===== config.mk =====
export PLATFORM = sky130hd
export DESIGN_NAME = serv_dbus_periph
export DESIGN_NICKNAME = d
export VERILOG_FILES = /design/src/rtl/serv_dbus_periph.sv
export SDC_FILE = /design/constraint.sdc
export NUM_CORES = 1
export LEC_CHECK = 0
export CAP_MARGIN = 10
export CORE_MARGIN = 2
export CORE_UTILIZATION = 45
export DETAILED_ROUTE_END_ITERATION = 16
export PLACE_DENSITY = 0.66
export SKIP_LAST_GASP = 1
export SLEW_MARGIN = 20
export SYNTH_ARGS = -nofsm -noshare
export SYNTH_HDL_FRONTEND = slang
export SYNTH_SLANG_ARGS = --single-unit

===== constraint.sdc =====
create_clock -name clk -period 17.9 [get_ports clk]
set_clock_uncertainty 0.1 [all_clocks]
set_input_delay 5.37 -clock clk [delete_from_list [all_inputs] [get_ports clk]]
set_output_delay 5.37 -clock clk [all_outputs]
set_load 0.005 [all_outputs]

===== src/rtl/serv_dbus_periph.sv =====
`default_nettype none
// ============================================================================
//  Module   : serv_dbus_periph
//  Purpose  : Data-bus responder for the SERV core. Every dbus cycle gets a
//             one-clock ack and registered read data. The responder holds a
//             GPIO output register, a synchronized GPIO input, a 64-bit
//             prescaled mtime/mtimecmp timer, a control register, and the
//             level timer interrupt that goes back to the core.
//
//  Ports    : clk          system clock, all state on the rising edge
//             i_rst        asynchronous active-high reset
//             i_dbus_adr   byte address (adr[SEL_BIT] = window hit, adr[4:2] = index)
//             i_dbus_dat   write data
//             i_dbus_sel   byte enables, bit n covers dat[8n+7:8n]
//             i_dbus_we    1 = write, 0 = read
//             i_dbus_cyc   cycle request, held until ack
//             o_dbus_rdt   read data, zero whenever ack is low
//             o_dbus_ack   one-clock completion pulse
//             i_gpio       asynchronous pin inputs
//             o_gpio       GPIO output register
//             o_timer_irq  level timer interrupt
//
//  Revision : 1.0  initial release
// ============================================================================
module serv_dbus_periph #(
    parameter int GPIO_W   = 3,
    parameter int SEL_BIT  = 8,
    parameter int PRESCALE = 1
) (
    input  logic              clk,
    input  logic              i_rst,
    input  logic [31:0]       i_dbus_adr,
    input  logic [31:0]       i_dbus_dat,
    input  logic [3:0]        i_dbus_sel,
    input  logic              i_dbus_we,
    input  logic              i_dbus_cyc,
    output logic [31:0]       o_dbus_rdt,
    output logic              o_dbus_ack,
    input  logic [GPIO_W-1:0] i_gpio,
    output logic [GPIO_W-1:0] o_gpio,
    output logic              o_timer_irq
);

    localparam int                c_ps_w    = $clog2(PRESCALE + 1);
    localparam logic [c_ps_w-1:0] c_ps_last = c_ps_w'(PRESCALE - 1);

    localparam logic [2:0] c_idx_gpio_out = 3'd0;
    localparam logic [2:0] c_idx_gpio_in  = 3'd1;
    localparam logic [2:0] c_idx_mtime_lo = 3'd2;
    localparam logic [2:0] c_idx_mtime_hi = 3'd3;
    localparam logic [2:0] c_idx_mtcmp_lo = 3'd4;
    localparam logic [2:0] c_idx_mtcmp_hi = 3'd5;
    localparam logic [2:0] c_idx_ctrl     = 3'd6;

    // ------------------------------------------------------------------
    // State
    // ------------------------------------------------------------------
    logic              r_ack;
    logic [31:0]       r_rdt;
    logic [GPIO_W-1:0] r_gpio_out;
    logic [GPIO_W-1:0] r_gpio_s1;
    logic [GPIO_W-1:0] r_gpio_s2;
    logic [63:0]       r_mtime;
    logic [63:0]       r_mtimecmp;
    logic              r_timer_en;
    logic              r_irq_en;
    logic [c_ps_w-1:0] r_ps;
    logic              r_irq;

    // ------------------------------------------------------------------
    // Decode
    // ------------------------------------------------------------------
    logic        w_commit;
    logic        w_hit;
    logic [2:0]  w_idx;
    logic        w_wr;
    logic [31:0] w_bmask;
    logic        w_wr_gpio;
    logic        w_wr_mtlo;
    logic        w_wr_mthi;
    logic        w_wr_cmlo;
    logic        w_wr_cmhi;
    logic        w_wr_ctrl;

    // The commit edge is the one that raises ack; the toggle guarantees a
    // cycle held across two clocks commits only once.
    assign w_commit  = i_dbus_cyc & ~r_ack;
    assign w_hit     = i_dbus_adr[SEL_BIT];
    assign w_idx     = i_dbus_adr[4:2];
    assign w_wr      = w_commit & w_hit & i_dbus_we;
    assign w_bmask   = {{8{i_dbus_sel[3]}}, {8{i_dbus_sel[2]}},
                        {8{i_dbus_sel[1]}}, {8{i_dbus_sel[0]}}};

    assign w_wr_gpio = w_wr & (w_idx == c_idx_gpio_out);
    assign w_wr_mtlo = w_wr & (w_idx == c_idx_mtime_lo);
    assign w_wr_mthi = w_wr & (w_idx == c_idx_mtime_hi);
    assign w_wr_cmlo = w_wr & (w_idx == c_idx_mtcmp_lo);
    assign w_wr_cmhi = w_wr & (w_idx == c_idx_mtcmp_hi);
    assign w_wr_ctrl = w_wr & (w_idx == c_idx_ctrl) & i_dbus_sel[0];

    function automatic logic [31:0] merge_bytes(input logic [31:0] old_val,
                                                input logic [31:0] new_val,
                                                input logic [31:0] mask);
        return (old_val & ~mask) | (new_val & mask);
    endfunction

    logic [31:0] w_gpio_wdata;
    assign w_gpio_wdata = merge_bytes(32'(r_gpio_out), i_dbus_dat, w_bmask);

    // ------------------------------------------------------------------
    // Timer next-state
    // ------------------------------------------------------------------
    logic              w_tick;
    logic [c_ps_w-1:0] w_ps_nxt;
    logic [63:0]       w_mtime_nxt;
    logic [63:0]       w_mtimecmp_nxt;

    assign w_tick = r_timer_en & (r_ps == c_ps_last);

    always_comb begin
        w_ps_nxt = r_ps;
        if (!r_timer_en || w_tick) begin
            w_ps_nxt = '0;
        end else begin
            w_ps_nxt = r_ps + c_ps_w'(1);
        end
    end

    // A bus write to either half overrides the increment on the same edge;
    // the written half takes the (byte-merged) bus value, the other half keeps
    // its pre-edge value so no carry crosses the halves.
    always_comb begin
        w_mtime_nxt = r_mtime;
        if (w_tick) begin
            w_mtime_nxt = r_mtime + 64'd1;
        end
        if (w_wr_mtlo) begin
            w_mtime_nxt = {r_mtime[63:32],
                           merge_bytes(r_mtime[31:0], i_dbus_dat, w_bmask)};
        end else if (w_wr_mthi) begin
            w_mtime_nxt = {merge_bytes(r_mtime[63:32], i_dbus_dat, w_bmask),
                           r_mtime[31:0]};
        end
    end

    always_comb begin
        w_mtimecmp_nxt = r_mtimecmp;
        if (w_wr_cmlo) begin
            w_mtimecmp_nxt[31:0]  = merge_bytes(r_mtimecmp[31:0], i_dbus_dat, w_bmask);
        end
        if (w_wr_cmhi) begin
            w_mtimecmp_nxt[63:32] = merge_bytes(r_mtimecmp[63:32], i_dbus_dat, w_bmask);
        end
    end

    // ------------------------------------------------------------------
    // Read mux (pre-write state)
    // ------------------------------------------------------------------
    logic [31:0] w_rd_data;

    always_comb begin
        w_rd_data = 32'd0;
        if (w_hit) begin
            case (w_idx)
                c_idx_gpio_out: w_rd_data = 32'(r_gpio_out);
                c_idx_gpio_in:  w_rd_data = 32'(r_gpio_s2);
                c_idx_mtime_lo: w_rd_data = r_mtime[31:0];
                c_idx_mtime_hi: w_rd_data = r_mtime[63:32];
                c_idx_mtcmp_lo: w_rd_data = r_mtimecmp[31:0];
                c_idx_mtcmp_hi: w_rd_data = r_mtimecmp[63:32];
                c_idx_ctrl:     w_rd_data = {30'd0, r_irq_en, r_timer_en};
                default:        w_rd_data = 32'd0;
            endcase
        end
    end

    // ------------------------------------------------------------------
    // Sequential
    // ------------------------------------------------------------------
    always_ff @(posedge clk or posedge i_rst) begin
        if (i_rst) begin
            r_ack      <= 1'b0;
            r_rdt      <= 32'd0;
            r_gpio_out <= '0;
            r_gpio_s1  <= '0;
            r_gpio_s2  <= '0;
            r_mtime    <= 64'd0;
            r_mtimecmp <= {64{1'b1}};
            r_timer_en <= 1'b0;
            r_irq_en   <= 1'b0;
            r_ps       <= '0;
            r_irq      <= 1'b0;
        end else begin
            r_ack      <= w_commit;
            // Read data only lives during the ack clock.
            r_rdt      <= w_commit ? w_rd_data : 32'd0;
            r_gpio_s1  <= i_gpio;
            r_gpio_s2  <= r_gpio_s1;
            if (w_wr_gpio) begin
                r_gpio_out <= w_gpio_wdata[GPIO_W-1:0];
            end
            if (w_wr_ctrl) begin
                r_timer_en <= i_dbus_dat[0];
                r_irq_en   <= i_dbus_dat[1];
            end
            r_ps       <= w_ps_nxt;
            r_mtime    <= w_mtime_nxt;
            r_mtimecmp <= w_mtimecmp_nxt;
            r_irq      <= r_irq_en & (r_mtime >= r_mtimecmp);
        end
    end

    assign o_dbus_ack  = r_ack;
    assign o_dbus_rdt  = r_rdt;
    assign o_gpio      = r_gpio_out;
    assign o_timer_irq = r_irq;

    // Address bits outside the decode and the discarded upper GPIO merge bits.
    logic w_unused;
    assign w_unused = ^{i_dbus_adr, w_gpio_wdata};

endmodule
`default_nettype wire


==> results of run 1 <==
[final cells by class]
type	instances	area (um2)
fill	2207	11020
multi-input combinational	805	5619
sequential	174	4434
timing repair buffer	94	913.4
clock buffer	17	425.4
tap	319	399.1
inverter	80	307.8
clock inverter	15	141.4
[worst min path at each step]
stage,startpoint,end,slack [ns],cells after the start
after floorplan,r_gpio_s1[0]$_DFF_PP0_,r_gpio_s2[0]$_DFF_PP0_,0.23,0
after global placement,r_gpio_s1[2]$_DFF_PP0_,r_gpio_s2[2]$_DFF_PP0_,0.23,0
after detailed placement,r_gpio_s1[2]$_DFF_PP0_,r_gpio_s2[2]$_DFF_PP0_,0.23,0
after CTS,r_gpio_s1[2]$_DFF_PP0_,r_gpio_s2[2]$_DFF_PP0_,0.25,0
after global routing,r_gpio_s1[2]$_DFF_PP0_,r_gpio_s2[2]$_DFF_PP0_,0.26,0
final,r_gpio_s1[0]$_DFF_PP0_,r_gpio_s2[0]$_DFF_PP0_,0.25,0
[critical path, delay by kind of cell]
family,cells,cell delay [ns]
buffers and inverters,3,1.23
AND/OR/NAND/NOR,4,1.58
AO/OA/AOI/OAI,2,0.30
[through the flow]
| step | std cells | total power, mW |
|---|---|---|
| finish | 1504 | 1.045 |
| global route | 1504 | 1.095 |
| CTS | 1504 | 1.049 |
| detailed placement | 1472 | 0.6792 |
| global placement | 1472 | 0.6729 |
| floorplan | 1115 | 0.6051 |
[power breakdown]
group / total [mW] / internal, mW / switching (mW)
clock network: 0.371 / 0.185 / 0.185
registers: 0.484 / 0.439 / 0.0453
logic: 0.190 / 0.0830 / 0.107
total: 1.05 / 0.707 / 0.338
[layer usage]
layer	share of wire [%]	track usage, %
met4	2.1	7.706
met3	6.3	4.295
met1	43	35.04
met2	48	43.13
met5	0	0
[logic make-up (layout without fill, tap and decap cells)]
kind of cell / after synthesis / in the layout / share of synthesized area (%)
mux: 80 / 80 / 8.411
fa+ha+maj: 65 / 65 / 7.701
other cells: 1 / 1 / 0.03551
simple gates: 355 / 355 / 17.72
xor+xnor: 1 / 1 / 0.08294
buf+inv: 136 / 206 / 4.987
compound gates: 303 / 303 / 19.07
flops: 174 / 174 / 41.99
[layout by cell type (no fill, tap or decap), drive strengths merged, types with 4 or more instances in the layout]
master	n
a211oi	7
a21o	5
a21oi	76
a221o	7
a221oi	5
a22oi	69
a311oi	12
a31oi	11
and2	5
and3	25
and4	9
buf	11
clkbuf	17
clkdlybuf4s50	83
dfrtp	110
dfstp	64
ha	65
inv	90
mux2	70
mux2i	10
nand2	90
nand2b	5
nand3	53
nand3b	4
nand4	23
nor2	65
nor2b	8
nor3	34
nor4	14
nor4b	5
o211ai	5
o21ai	56
o22ai	11
o311ai	15
or4	4
==> flow_summary.yaml, run 1 <==
clocking:
  clk_latency_ns: 0.45
  htree_levels: 4
  cts_tree: "built"
  clockBufferDepth: 2
  root_buffer: "clkbuf_16"
  cts_setup_buffers: 0
  cts_sinks: 174
  clk_pin_slew_ns: 0.08
  cts_made_buffers: 17
  cts_resized: 0
  hold_buffers: 0
floorplan:
  die_height_um: 157.2
  io_pins: 112
  initial_core_util_pct: 45.40
  core-area_um2: 23260
  dieArea_um2: 24710
  rows: 56
  die_x_um: 157.2
yosys:
  syn_nets: 1255
  yosysUniqueCellTypes: 74
  synth_edf_count: 0
  ys_seq_elements: 174
  synth_seq_area_share_pct: 41.99
  synth_largest_area_cell: "dfrtp_1"
  synthesis.area_per_instance_um2: 9.472
  mappedNetlistArea_um2: 10560
  synth_most_common_cell: "dfrtp_1"
  yosysWarnings: 0
  synth_commonest_cells: "110 x dfrtp_1, 89 x nand2_1, 79 x inv_1"
  synth_top_area_share_pct: 26.06
  synth_ff_type: "dfrtp_1"
  syn_inst: 1115
  synth_area_leaders: "dfrtp_1 26%, dfstp_2 16%, ha_1 7.7%"
  async_flop_share_pct: 100.0
grt:
  antenna_found_initial: 0
  grt_pass1_wl_um: 49360
  grt_pass1_vias: 8840
  grt_overflow: 0
  grt_use_total_pct: 26.00
  grt_max_degree: 115
critical_path:
  crit_path_end_kind: "flop"
  worstSetupPathType: "input port to flop"
  slowest_stage: "and4b_1"
  worstPathRequired_ns: 18.10
  cp.arrival_ns: 8.48
  critPathLaunchType: "input port"
  reg2reg_depth: 7
  startpoint: "i_dbus_adr[8]"
  max_stage_delay_ns: 0.88
  cp_common_cell: "buf_4"
  path_cells: "clkdlybuf4s50_1 -> and4b_1 -> and3_1 -> buf_4 -> nand2b_1 -> buf_4 -> nand2_1 -> o21ai_0 -> a311oi_1"
  r2r_setup_slack_ns: 14.57
  critPathMaxFanout: 34
detailed_routing:
  ant_nets: 0
  drt_wl_total_um: 31330
  initialDrtViolationCount: 842
  post_drt_wl_per_cell_um: 20.83
  post-route-drc-count: 0
  firstDrtPassIters: 7
  drt-vias-per-instance: 6.232
  via_count: 9373
timing:
  finalSetupViolations: 0
  slew_violations: 0
  max_slew_margin_pct: 32.68
  post-route-period-util_pct: 46.26
  fin_ws_ns: 9.619
  finalSetupTns_ns: 0
  fmax_mhz: 120.8
  fin_hold_ws_ns: 0.2512
  final.min_clock_period_ns: 8.281
  finalHoldViolations: 0
  tightest_slew_ns: 1.009
  rsz0062_at_grt: "no"
final_layout:
  nets: 1312
  drive_gt1_share_pct: 16.88
  syn_to_final_growth_pct: 15.90
  post-route-util_pct: 52.62
  insertedDiodeCount: 0
  fin_area_um2: 12240
placed_design:
  preCtsSetupSlack_ns: 9.207
  place_hpwl_um: 21700
  dpl_cell_area_um2: 11670
  io_buffers: 83
  gp_congestion: 0.8715
flow_run:
  max-cap-violations: 0
power_and_ir_drop:
  powerDensity_nw_per_um2: 85.38
  leakage_nw: 4.783
  worst_ir_drop_vdd_uv: 48.26
worst_hold_path:
  hold_path_class: "flop to flop"
run_status:
  status: "finished, final reports clean"
Note: power is estimated with default switching activity, not from simulation.
==> run 2, diff against run 1 <==
Clock period 17.9 ns to 8.6 ns, I/O delays scaled along.
==> run 2 against run 1 <==
Net effect:
- cell count barely moved
- hold slack worse by 0.0031 ns
- sequential share of layout area down 0.11 points
- design area rose by 0.31%
- die area stayed put
- total power up 110%
- critical path depth down 1
- first-iteration DRC count up 15%
- combinational power rose by 110%
- routed wire length up 0.77%
- clock power increased by 120%
- highest routed layer unchanged
==> flow_summary.yaml, run 2 (same netlist as run 1, synthesis figures left out) <==
timing:
  fmax_mhz: 168.4
  finalSetupViolations: 0
  tightest_slew_ns: 1.073
  post-route-period-util_pct: 69.05
  finalSetupTns_ns: 0
  max_slew_margin_pct: 28.43
  rsz0062_at_grt: "no"
  final.min_clock_period_ns: 5.938
  finalHoldViolations: 0
  slew_violations: 0
floorplan:
  die_x_um: 157.2
  core-area_um2: 23260
  initial_core_util_pct: 45.40
  io_pins: 112
  die_height_um: 157.2
  dieArea_um2: 24710
  rows: 56
detailed_routing:
  post-route-drc-count: 0
  drt-vias-per-instance: 6.208
  firstDrtPassIters: 5
  drt_wl_total_um: 31570
  initialDrtViolationCount: 969
  post_drt_wl_per_cell_um: 20.98
  ant_nets: 0
  via_count: 9343
clocking:
  cts_sinks: 174
  clk_latency_ns: 0.44
  root_buffer: "clkbuf_16"
  clockBufferDepth: 2
  clk_pin_slew_ns: 0.07
  cts_tree: "built"
  cts_setup_buffers: 0
  htree_levels: 4
  cts_resized: 0
  cts_made_buffers: 17
  hold_buffers: 0
critical_path:
  r2r_setup_slack_ns: 4.83
  cp_common_cell: "nand2_1"
  cp.arrival_ns: 6.17
  reg2reg_depth: 7
  timing.rr.start: "o_dbus_ack$_DFF_PP0_"
  crit_path_end_kind: "flop"
  path_cells: "clkdlybuf4s50_1 -> and4b_1 -> and2_0 -> buf_4 -> nand2_1 -> nand2_1 -> o22ai_1 -> a311oi_1"
  crit_family: "simple AND/OR/NAND/NOR gates"
  path_buf_inv: 2
  slowest_stage: "and2_0"
  worstPathRequired_ns: 8.83
  critPathMaxFanout: 22
  worstSetupPathType: "input port to flop"
  max_stage_delay_ns: 0.94
  critPathLaunchType: "input port"
power_and_ir_drop:
  worst_ir_drop_vdd_uv: 101.4
  powerDensity_nw_per_um2: 179.7
  leakage_nw: 4.813
placed_design:
  gp_congestion: 0.9056
  place_hpwl_um: 22140
  io_buffers: 83
final_layout:
  post-route-util_pct: 52.78
  nFillCells: 2186
  nets: 1313
  layout_commonest_cell: "dfrtp_1"
  drive_gt1_share_pct: 16.95
  syn_to_final_growth_pct: 16.25
  insertedDiodeCount: 0
  final_cell_mix: "110 x dfrtp_1, 89 x nand2_1, 83 x clkdlybuf4s50_1"
worst_hold_path:
  holdPathEnd: "r_gpio_s2[0]$_DFF_PP0_"
  hp-start: "r_gpio_s1[0]$_DFF_PP0_"
  hold_path_class: "flop to flop"
  holdPathStages: 0
grt:
  antenna_found_initial: 0
  grt_pass1_wl_um: 50190
  grt_overflow: 0
  grt_max_degree: 86
  grt_pass1_vias: 9045
  grt_use_total_pct: 26.46
run_status:
  status: "finished, final reports clean"
flow_run:
  max-cap-violations: 0
==> run 2: changes by cell type in the layout (fill, tap and decap cells not counted), sizes merged <==
cell and delta:
inv -6, clkbuf +3, clkinv +3, bufinv +2
clkinvlp -2, buf +1
==> run 2: worst max path at each step <==
| stage | from | endpoint | slack [ns] | cells after the start |
|---|---|---|---|---|
| after floorplan | i_rst | async pin | 1.31 | 1 |
| after global placement | i_dbus_cyc | flop | 2.46 | 8 |
| after detailed placement | i_dbus_adr[8] | flop | 2.31 | 8 |
| after CTS | i_dbus_cyc | flop | 2.78 | 8 |
| after global routing | i_dbus_adr[8] | flop | 2.48 | 8 |
| final | i_dbus_cyc | flop | 2.66 | 8 |
==> run 2: report_power, final <==
part | total (mW) | leakage [nW] | internal (mW) | switching (mW)
Sequential | 1.01 | 2.07 | 0.914 | 0.0955
Clock | 0.800 | 0.301 | 0.454 | 0.346
Combinational | 0.397 | 2.44 | 0.174 | 0.223
==> run 2: metal layers <==
layer	track usage (%)	routed length, um
met5	0	0
met4	8.745	739
met3	4.213	2260
met2	43.40	15190
met1	35.82	13390
==> run 2: layout make-up <==
class	count	area, um2	area share [%]
clock buffer	20	466.7	3.801
clock inverter	12	132.6	1.080
inverter	80	305.3	2.487
multi-input combinational	805	5619	45.77
sequential	174	4434	36.12
tap	319	399.1	3.251
timing repair buffer	95	920.9	7.500
==> run 2: stage by stage <==
stage / cells / hold slack, ns / area (um2) / total power [mW] / setup WS (ns)
detailed placement: 1473 / 0.2358 / 11680 / 1.414 / 2.313
CTS: 1505 / 0.2520 / 12280 / 2.214 / 2.782
global placement: 1473 / 0.2324 / 11680 / 1.401 / 2.455
floorplan: 1115 / 0.2312 / 10560 / 1.260 / 1.309
finish: 1505 / 0.2481 / 12280 / 2.206 / 2.662
global route: 1505 / 0.2574 / 12280 / 2.316 / 2.480
==> run 3, diff against run 2 <==
Clock period 8.6 ns to 5.8 ns, I/O delays scaled along.
==> run 3 against run 2 <==
Net effect:
- flip-flop and latch count is the same
- count of clock-buffer cells in the layout shrank 2
- highest routed layer unchanged
- cell count grew 0.40%
- worst setup slack lost 1.2 ns
- via count is essentially flat
- die area is the same
- critical path depth shrank 1
- combinational power grew 50%
- register-to-register slack lost 2.4 ns
==> flow_summary.yaml, run 3 (same netlist as run 1, synthesis figures left out) <==
critical_path:
  worstSetupPathType: "input port to flop"
  worstPathRequired_ns: 6.01
  r2r_setup_slack_ns: 2.41
  cp.arrival_ns: 4.59
  critPathMaxFanout: 20
  reg2reg_depth: 6
  crit_path_end_kind: "flop"
  critPathLaunchType: "input port"
grt:
  grt_pass1_vias: 8943
  grt_use_total_pct: 26.50
  grt_max_degree: 121
  grt_overflow: 0
  grt_pass1_wl_um: 50330
  antenna_found_initial: 0
placed_design:
  dp.cells: 1479
  dpl_cell_area_um2: 11740
  preCtsSetupSlack_ns: 1.065
  place_hpwl_um: 22360
  gp_congestion: 0.9177
  io_buffers: 83
floorplan:
  initial_core_util_pct: 45.40
  dieArea_um2: 24710
  die_height_um: 157.2
  core-area_um2: 23260
  io_pins: 112
  die_x_um: 157.2
  rows: 56
clocking:
  cts_tree: "built"
  cts_resized: 0
  cts_sinks: 174
  htree_levels: 4
  clockBufferDepth: 2
  cts_setup_buffers: 0
  root_buffer: "clkbuf_16"
  clk_pin_slew_ns: 0.07
  clk_latency_ns: 0.45
  hold_buffers: 0
  cts_made_buffers: 17
worst_hold_path:
  holdPathEnd: "r_gpio_s2[2]$_DFF_PP0_"
  holdPathStages: 0
  hold_path_class: "flop to flop"
  hp-start: "r_gpio_s1[2]$_DFF_PP0_"
detailed_routing:
  initialDrtViolationCount: 967
  via_count: 9346
  drt-vias-per-instance: 6.185
  post_drt_wl_per_cell_um: 20.99
  post-route-drc-count: 0
  ant_nets: 0
  firstDrtPassIters: 5
  drt_wl_total_um: 31720
final_layout:
  insertedDiodeCount: 0
  layout_commonest_cell: "dfrtp_1"
  post-route-util_pct: 52.98
  syn_to_final_growth_pct: 16.69
  fin_area_um2: 12320
  final_cell_mix: "110 x dfrtp_1, 89 x nand2_1, 83 x clkdlybuf4s50_1"
  nets: 1319
  fin_cells: 1511
  drive_gt1_share_pct: 17.28
  nFillCells: 2146
timing:
  fin_hold_ws_ns: 0.2521
  slew_violations: 0
  fmax_mhz: 228.6
  finalSetupViolations: 0
  fin_ws_ns: 1.426
  max_slew_margin_pct: 28.95
  rsz0062_at_grt: "no"
  finalSetupTns_ns: 0
  post-route-period-util_pct: 75.41
  finalHoldViolations: 0
  final.min_clock_period_ns: 4.374
  tightest_slew_ns: 1.066
run_status:
  status: "finished, final reports clean"
power_and_ir_drop:
  powerDensity_nw_per_um2: 264.9
  worst_ir_drop_vdd_uv: 134.9
  leakage_nw: 4.815
  power_mw: 3.264
flow_run:
  max-cap-violations: 0
run 3: changes by cell type in the layout (fill, tap and decap cells not counted), sizes merged:
cell | before | now
buf | 12 | 18
clkinvlp | 0 | 6
inv | 84 | 83
clkbuf | 20 | 18
clkinv | 6 | 3
run 3: cell type report:
cell class / count / area (um2) / area share [%]
Clock buffer: 18 / 429.2 / 3.482
Clock inverter: 14 / 160.2 / 1.299
Inverter: 80 / 304.0 / 2.467
Multi-Input combinational cell: 805 / 5619 / 45.59
Sequential cell: 174 / 4434 / 35.98
Tap cell: 319 / 399.1 / 3.239
Timing Repair Buffer: 101 / 978.4 / 7.939
run 3: worst max-delay path by stage:
stage / slack [ns] / from / cells after the start / endpoint
2_1_floorplan: 1.79 / i_rst / 1 / async pin
3_5_place_dp: 1.06 / i_dbus_adr[4] / 7 / flop
4_1_cts: 1.50 / i_dbus_adr[4] / 7 / flop
6_report: 1.43 / i_dbus_adr[4] / 7 / flop
3_3_place_gp: 1.05 / i_dbus_adr[4] / 7 / flop
5_1_grt: 1.24 / i_dbus_adr[4] / 7 / flop
run 3: report_power, final:
| part | total, mW | switching, mW | internal [mW] | leakage (nW) |
|---|---|---|---|---|
| sequential | 1.49 | 0.137 | 1.36 | 2.07 |
| clock | 1.18 | 0.535 | 0.643 | 0.273 |
| combinational | 0.594 | 0.333 | 0.261 | 2.47 |
run 3: layer usage:
layer / share of wire [%] / up-vias / global-route usage, %
li1: - / 4322 / -
met1: 43 / 4597 / 35.69
met2: 47 / 368 / 42.86
met3: 6.5 / 59 / 4.323
met4: 2.6 / 0 / 10.30
met5: 0 / - / 0
run 3: critical path, cell delays in order:
cell and delay, ns:
clkdlybuf4s50_1 0.74, inv_2 0.31, and3_1 0.20, nand2b_1 0.82, nand2_1 0.40, o22ai_1 0.30
a211oi_2 0.07
==> variant 1: new RTL, flow settings as in run 3 <==
`SEL_BIT`: 8 -> 4.
--- a/src/rtl/serv_dbus_periph.sv
+++ b/src/rtl/serv_dbus_periph.sv
@@ -24,7 +24,7 @@
 // ============================================================================
 module serv_dbus_periph #(
     parameter int GPIO_W   = 3,
-    parameter int SEL_BIT  = 8,
+    parameter int SEL_BIT  = 4,
     parameter int PRESCALE = 1
 ) (
     input  logic              clk,
Behaviour: not the same (a bounded check fails within 4 cycles, from zero or initial values and one cycle with i_rst high).
==> variant 1 against run 3 <==
- routed wire length fell by 35%
- setup slack better by 0.48 ns
- register-to-register slack better by 0.48 ns
- sequential cell count fell by 6
- largest cell class is now flip-flops and latches
- power fell by 11%
- synthesized area decreased by 16%
- utilization rose by 1.6 points
- non-clock buffer count down 12
- count of clock-buffer cells in the layout increased by 5
- fmax up 12%
- final area fell by 14%
- first-iteration DRC count fell by 48%
==> variant 1: results (changes against run 3) <==
Synth
  • Commonest cells in the netlist: 104 x dfrtp_1, 74 x inv_1, 67 x mux2_2, 65 x ha_1, 64 x dfstp_2
  • Top post-synthesis cells by area: dfrtp_1 29%, dfstp_2 19%, ha_1 9.2%
  • Adder-Cell Fraction of Synth Area: 9.22% (+1.5 points)
  • Count of different cell masters after synthesis: 47 (-36%)
  • Post-synthesis mux area share: 8.66% (+0.25 points)
  • Sequential share of the synthesized area: 48.5% (+6.6 points)
  • Mapped Nets: 953 (-24%)
  • Post-synthesis compound-gate area fraction: 10.4% (-8.7 points)
  • Fraction of synthesized cell area in xor and xnor cells: 6.25% (+6.2 points)
  • Main flop type after synthesis: dfrtp_1

Run
  • Max-cap viol count: 0 (unchanged)

Pwr
  • Leak: 4.56 nW (-5.3%)
  • Peak VDD IR: 0.000217 V (+61%)

Drt
  • Iter 0 DRT Violations: 501 (-48%)
  • DRT Wirelength: 20600 um (-35%)
  • Vias: 6377 (-32%)

Placed design
  • Port bufs: 79 (-4.8%)
  • Dpl ws: 1.46 ns (+0.392 ns)
  • Hpwl dp: 14600 um (-35%)
  • GP Congestion: 0.860 (-6.2%)

Clock tree
  • Postcts setup bufs: 0 (unchanged)
  • Worst-skew pair later-pin latency: 0.43 ns (-0.02 ns)

Global route
  • Largest net degree at the start of global routing: 76 (-37%)
  • Gr usage total: 21.4% (-5.1 points)
  • Global-route wire length before repair: 34200 um (-32%)

Final layout
  • Share of layout cells above drive strength 1: 20.3% (+3.0 points)
  • Final #Nets: 1037 (-21%)
  • Fill cells: 1671 (-22%)

Floorplan
  • Initial Util: 45.6% (+0.24 points)

STA
  • Worst-Margin Slew: 1.10 ns (+0.0339 ns)

Critical path
  • Slowest stage cell, crit path: clkdlybuf4s50_1
  • Critical Path Fanout Max: 10 (-50%)
  • Critical Path Max Stage Delay: 0.71 ns (-0.11 ns)
  • CP Data Arrival Time: 4.14 ns (-0.45 ns)

Status
  • Outcome: finished, final reports clean
variant 1: metal layers:
| layer | global-route usage (%) | vias up | wire length [um] |
|---|---|---|---|
| met5 | 0 | - | 0 |
| met4 | 6.66 | 0 | 295 |
| met3 | 3.41 | 25 | 1010 |
| met2 | 32.0 | 182 | 9180 |
| met1 | 32.0 | 3103 | 10100 |
| li1 | - | 3067 | - |
variant 1: critical path: cells and delay by family:
kind          cells  cell delay [ns]
buf+inv           1             0.71
mux               1             0.41
simple gates      3             1.27
variant 1: final timing paths:
| check | startpoint | slack [ns] | cells after the start | endpoint |
|---|---|---|---|---|
| min in group asynchronous | i_rst | 1.53 | 2 | o_dbus_rdt[12] |
| worst max-delay path | i_dbus_adr[4] | 1.91 | 5 | register |
| worst max register to register | register | 2.89 | 6 | register |
| max in group asynchronous | i_rst | 3.32 | 3 | async pin |
| worst min register to register | register | 0.30 | 0 | register |
| worst min-delay path | register | 0.30 | 0 | register |
variant 1: cell type report:
class | count | area share (%)
inverters | 74 | 2.67
flip-flops and latches | 168 | 40.6
multi-input cells | 547 | 39.7
repair buffers | 89 | 8.56
clock buffers | 23 | 4.34
clock inverters | 9 | 0.984
well taps | 265 | 3.14
variant 1: cell families (layout without fill, tap and decap cells):
group	count (synthesis)	after routing
XOR/XNOR	63	63
AO/OA/AOI/OAI	143	143
multiplexers	68	68
adder cells (fa/ha/maj)	65	65
other	1	1
buffers and inverters	98	195
AND/OR/NAND/NOR	207	207
flip-flops	168	168
variant 1: power breakdown:
group	switching [mW]	internal, mW	total [mW]
logic	0.207	0.187	0.394
clock network	0.455	0.643	1.10
registers	0.0840	1.32	1.40
total	0.747	2.15	2.89
variant 1: through the flow:
step	cells	area (um^2)
finish	1175	10600
global route	1175	10600
CTS	1174	10500
detailed placement	1142	9970
global placement	1142	9970
floorplan	813	8830
==> variant 2: new RTL, flow settings as in run 3 <==
Made on the original files. Remove the register `r_irq`: a continuous assignment takes its place, so the output `o_timer_irq` follows one clock earlier.
--- a/src/rtl/serv_dbus_periph.sv
+++ b/src/rtl/serv_dbus_periph.sv
@@ -189,7 +189,6 @@
             r_timer_en <= 1'b0;
             r_irq_en   <= 1'b0;
             r_ps       <= '0;
-            r_irq      <= 1'b0;
         end else begin
             r_ack      <= w_commit;
             // Read data only lives during the ack clock.
@@ -206,9 +205,10 @@
             r_ps       <= w_ps_nxt;
             r_mtime    <= w_mtime_nxt;
             r_mtimecmp <= w_mtimecmp_nxt;
-            r_irq      <= r_irq_en & (r_mtime >= r_mtimecmp);
-        end
-    end
+        end
+    end
+
+    assign r_irq = r_irq_en & (r_mtime >= r_mtimecmp);
 
     assign o_dbus_ack  = r_ack;
     assign o_dbus_rdt  = r_rdt;
Behaviour: not the same (a bounded check fails within 10 cycles, from zero or initial values and one cycle with i_rst high).
==> variant 2 against run 3 <==
- register-to-register slack hardly changed
- final area fell by 0.29%
- setup slack got worse by 1.2 ns
- routed wire length is 0.31% lower
- count of clock-buffer cells in the layout is 2 higher
- utilization grew 0.97 points
- critical path type is now register to output port
- sequential cell count decreased by 1
- synthesized area is 0.24% lower
- power down 2.0%
- critical path depth is 2 higher
==> variant 2: results (changes against run 3) <==
Clock tree
  • Postcts setup bufs: 0 (unchanged)
  • Cts bufs inserted: 17 (unchanged)
  • H-tree levels: 4 (unchanged)
  • Worst-skew pair later-pin latency: 0.43 ns (-0.02 ns)
  • Worst-path clk slew: 0.07 ns (about the same)

Synth
  • Post-synthesis mux area share: 8.43% (+0.020 points)
  • Top post-synthesis cells by area: dfrtp_1 26%, dfstp_2 16%, ha_1 7.7%
  • Adder-Cell Fraction of Synth Area: 7.72% (+0.018 points)
  • Sequential share of the synthesized area: 41.8% (-0.14 points)
  • Fraction of synthesized cell area in xor and xnor cells: 0.0831% (+0.00020 points)
  • Post-synth ARST share: 100% (unchanged)
  • Post-synthesis compound-gate area fraction: 19.1% (+0.045 points)
  • Commonest cells in the netlist: 109 x dfrtp_1, 89 x nand2_1, 79 x inv_1, 76 x a21oi_1, 70 x mux2_2

Drt
  • Pre-Repair DR Iteration Count: 7 (+2)
  • Iter 0 DRT Violations: 883 (-8.7%)
  • Vias: 9325 (-0.22%)
  • Per-cell routed wire length: 21.0 um (about the same)

Final layout
  • Final #Nets: 1320 (+0.076%)
  • Fill cells: 2055 (-4.2%)
  • Diode count: 0 (unchanged)

Min path
  • Worst min path class: register to register
  • End of the worst hold path: r_gpio_s2[0]
  • Hold Crit Start: r_gpio_s1[0]

Placed design
  • Area of placed instances: 0.0117 mm^2 (about the same)
  • GP Congestion: 0.911 (-0.69%)
  • Hpwl dp: 22600 um (+1.1%)

Status
  • Outcome: finished, final reports clean

Pwr
  • P_int: 2.22 mW (-1.8%)
  • Peak VDD IR: 0.000154 V (+14%)
  • Leak: 4.81 nW (about the same)

STA
  • Worst hold slack: 0.250 ns (-0.00201 ns)
  • Slew margin rel.: 34.2% (+5.3 points)

Critical path
  • CP Data Arrival Time: 3.75 ns (-0.84 ns)
  • R2r setup slk: 2.41 ns (about the same)
  • Critical Path Max Stage Delay: 0.64 ns (-0.18 ns)
  • Critical Path Fanout Max: 4 (-80%)
  • Slowest stage cell, crit path: a2111oi_0

Global route
  • Vias in the first global route: 8842 (-1.1%)
  • Met2 usage: 43.4% (+0.56 points)
  • Global-route wire length before repair: 49500 um (-1.7%)
  • GR Util met3: 4.68% (+0.36 points)
  • GR met1 Demand/Resource: 35.1% (-0.60 points)
  • Gr usage total: 26.1% (-0.36 points)
  • Largest net degree at the start of global routing: 78 (-36%)
-- variant 2: cell types whose count changed in the layout (fill, tap and decap cells not counted) --
cell               run 3  this run
dfrtp_1              110       109
clkbuf_8               0         1
bufinv_16              2         1
buf_12                 1         2
clkinv_4               2         1
clkinv_2               1         2
clkinvlp_4             6         4
buf_4                 17        18
clkbuf_1               1         2
-- variant 2: metal layers --
metal / part of all wire (%) / wire (um)
met3: 6.2 / 1970
met2: 48 / 15100
met5: 0 / 0
met4: 2.1 / 678
met1: 44 / 13900
-- variant 2: worst max path at each step --
stage	from	cells past startpoint	end	slack (ns)
after floorplan	i_rst	1	async pin	1.80
after global placement	register	9	o_timer_irq	0.71
after detailed placement	register	9	o_timer_irq	0.71
after CTS	register	9	o_timer_irq	0.23
after global routing	register	9	o_timer_irq	0.06
final	register	9	o_timer_irq	0.21
-- variant 2: through the flow --
step	setup slack (ns)	std cells	power (mW)
final	0.208	1505	3.20
after global routing	0.0583	1505	3.37
after CTS	0.226	1505	3.21
after detailed placement	0.709	1474	2.10
after global placement	0.708	1474	2.08
after floorplan	1.80	1114	1.86
-- variant 2: power by group through the flow --
stage | clock [mW] | combinational, mW | sequential [mW]
after floorplan | 0 | 0.406 | 1.45
final | 1.12 | 0.597 | 1.49
after CTS | 1.14 | 0.598 | 1.48
after detailed placement | 0 | 0.595 | 1.50
after global placement | 0 | 0.581 | 1.50
after global routing | 1.19 | 0.671 | 1.50
-- variant 2: worst max-delay path, delay by kind of cell (launching register included) --
family	cells	cell delay, ns
AOI/OAI and AO/OA	3	1.15
and+or+nand+nor	3	0.84
buffers and inverters	2	0.67
adders and majority gates	1	0.25
DFF	1	0.41
-- variant 2: cells by family (layout without fill, tap and decap cells) --
family / after synthesis / after routing
AOI/OAI and AO/OA: 303 / 303
xor gates and xnor gates: 1 / 1
adders and majority gates: 65 / 65
buffers and inverters: 136 / 214
DFF: 173 / 173
muxes: 80 / 80
other: 1 / 1
and+or+nand+nor: 355 / 355
-- variant 2: area by class of cell --
cell class | count | area [um^2] | share of cell area (%)
Timing Repair Buffer | 103 | 1010 | 8.19
Clock inverter | 11 | 111 | 0.906
Inverter | 80 | 304 | 2.47
Sequential cell | 173 | 4410 | 35.9
Tap cell | 313 | 392 | 3.19
Clock buffer | 20 | 447 | 3.64
Multi-Input combinational cell | 805 | 5620 | 45.7
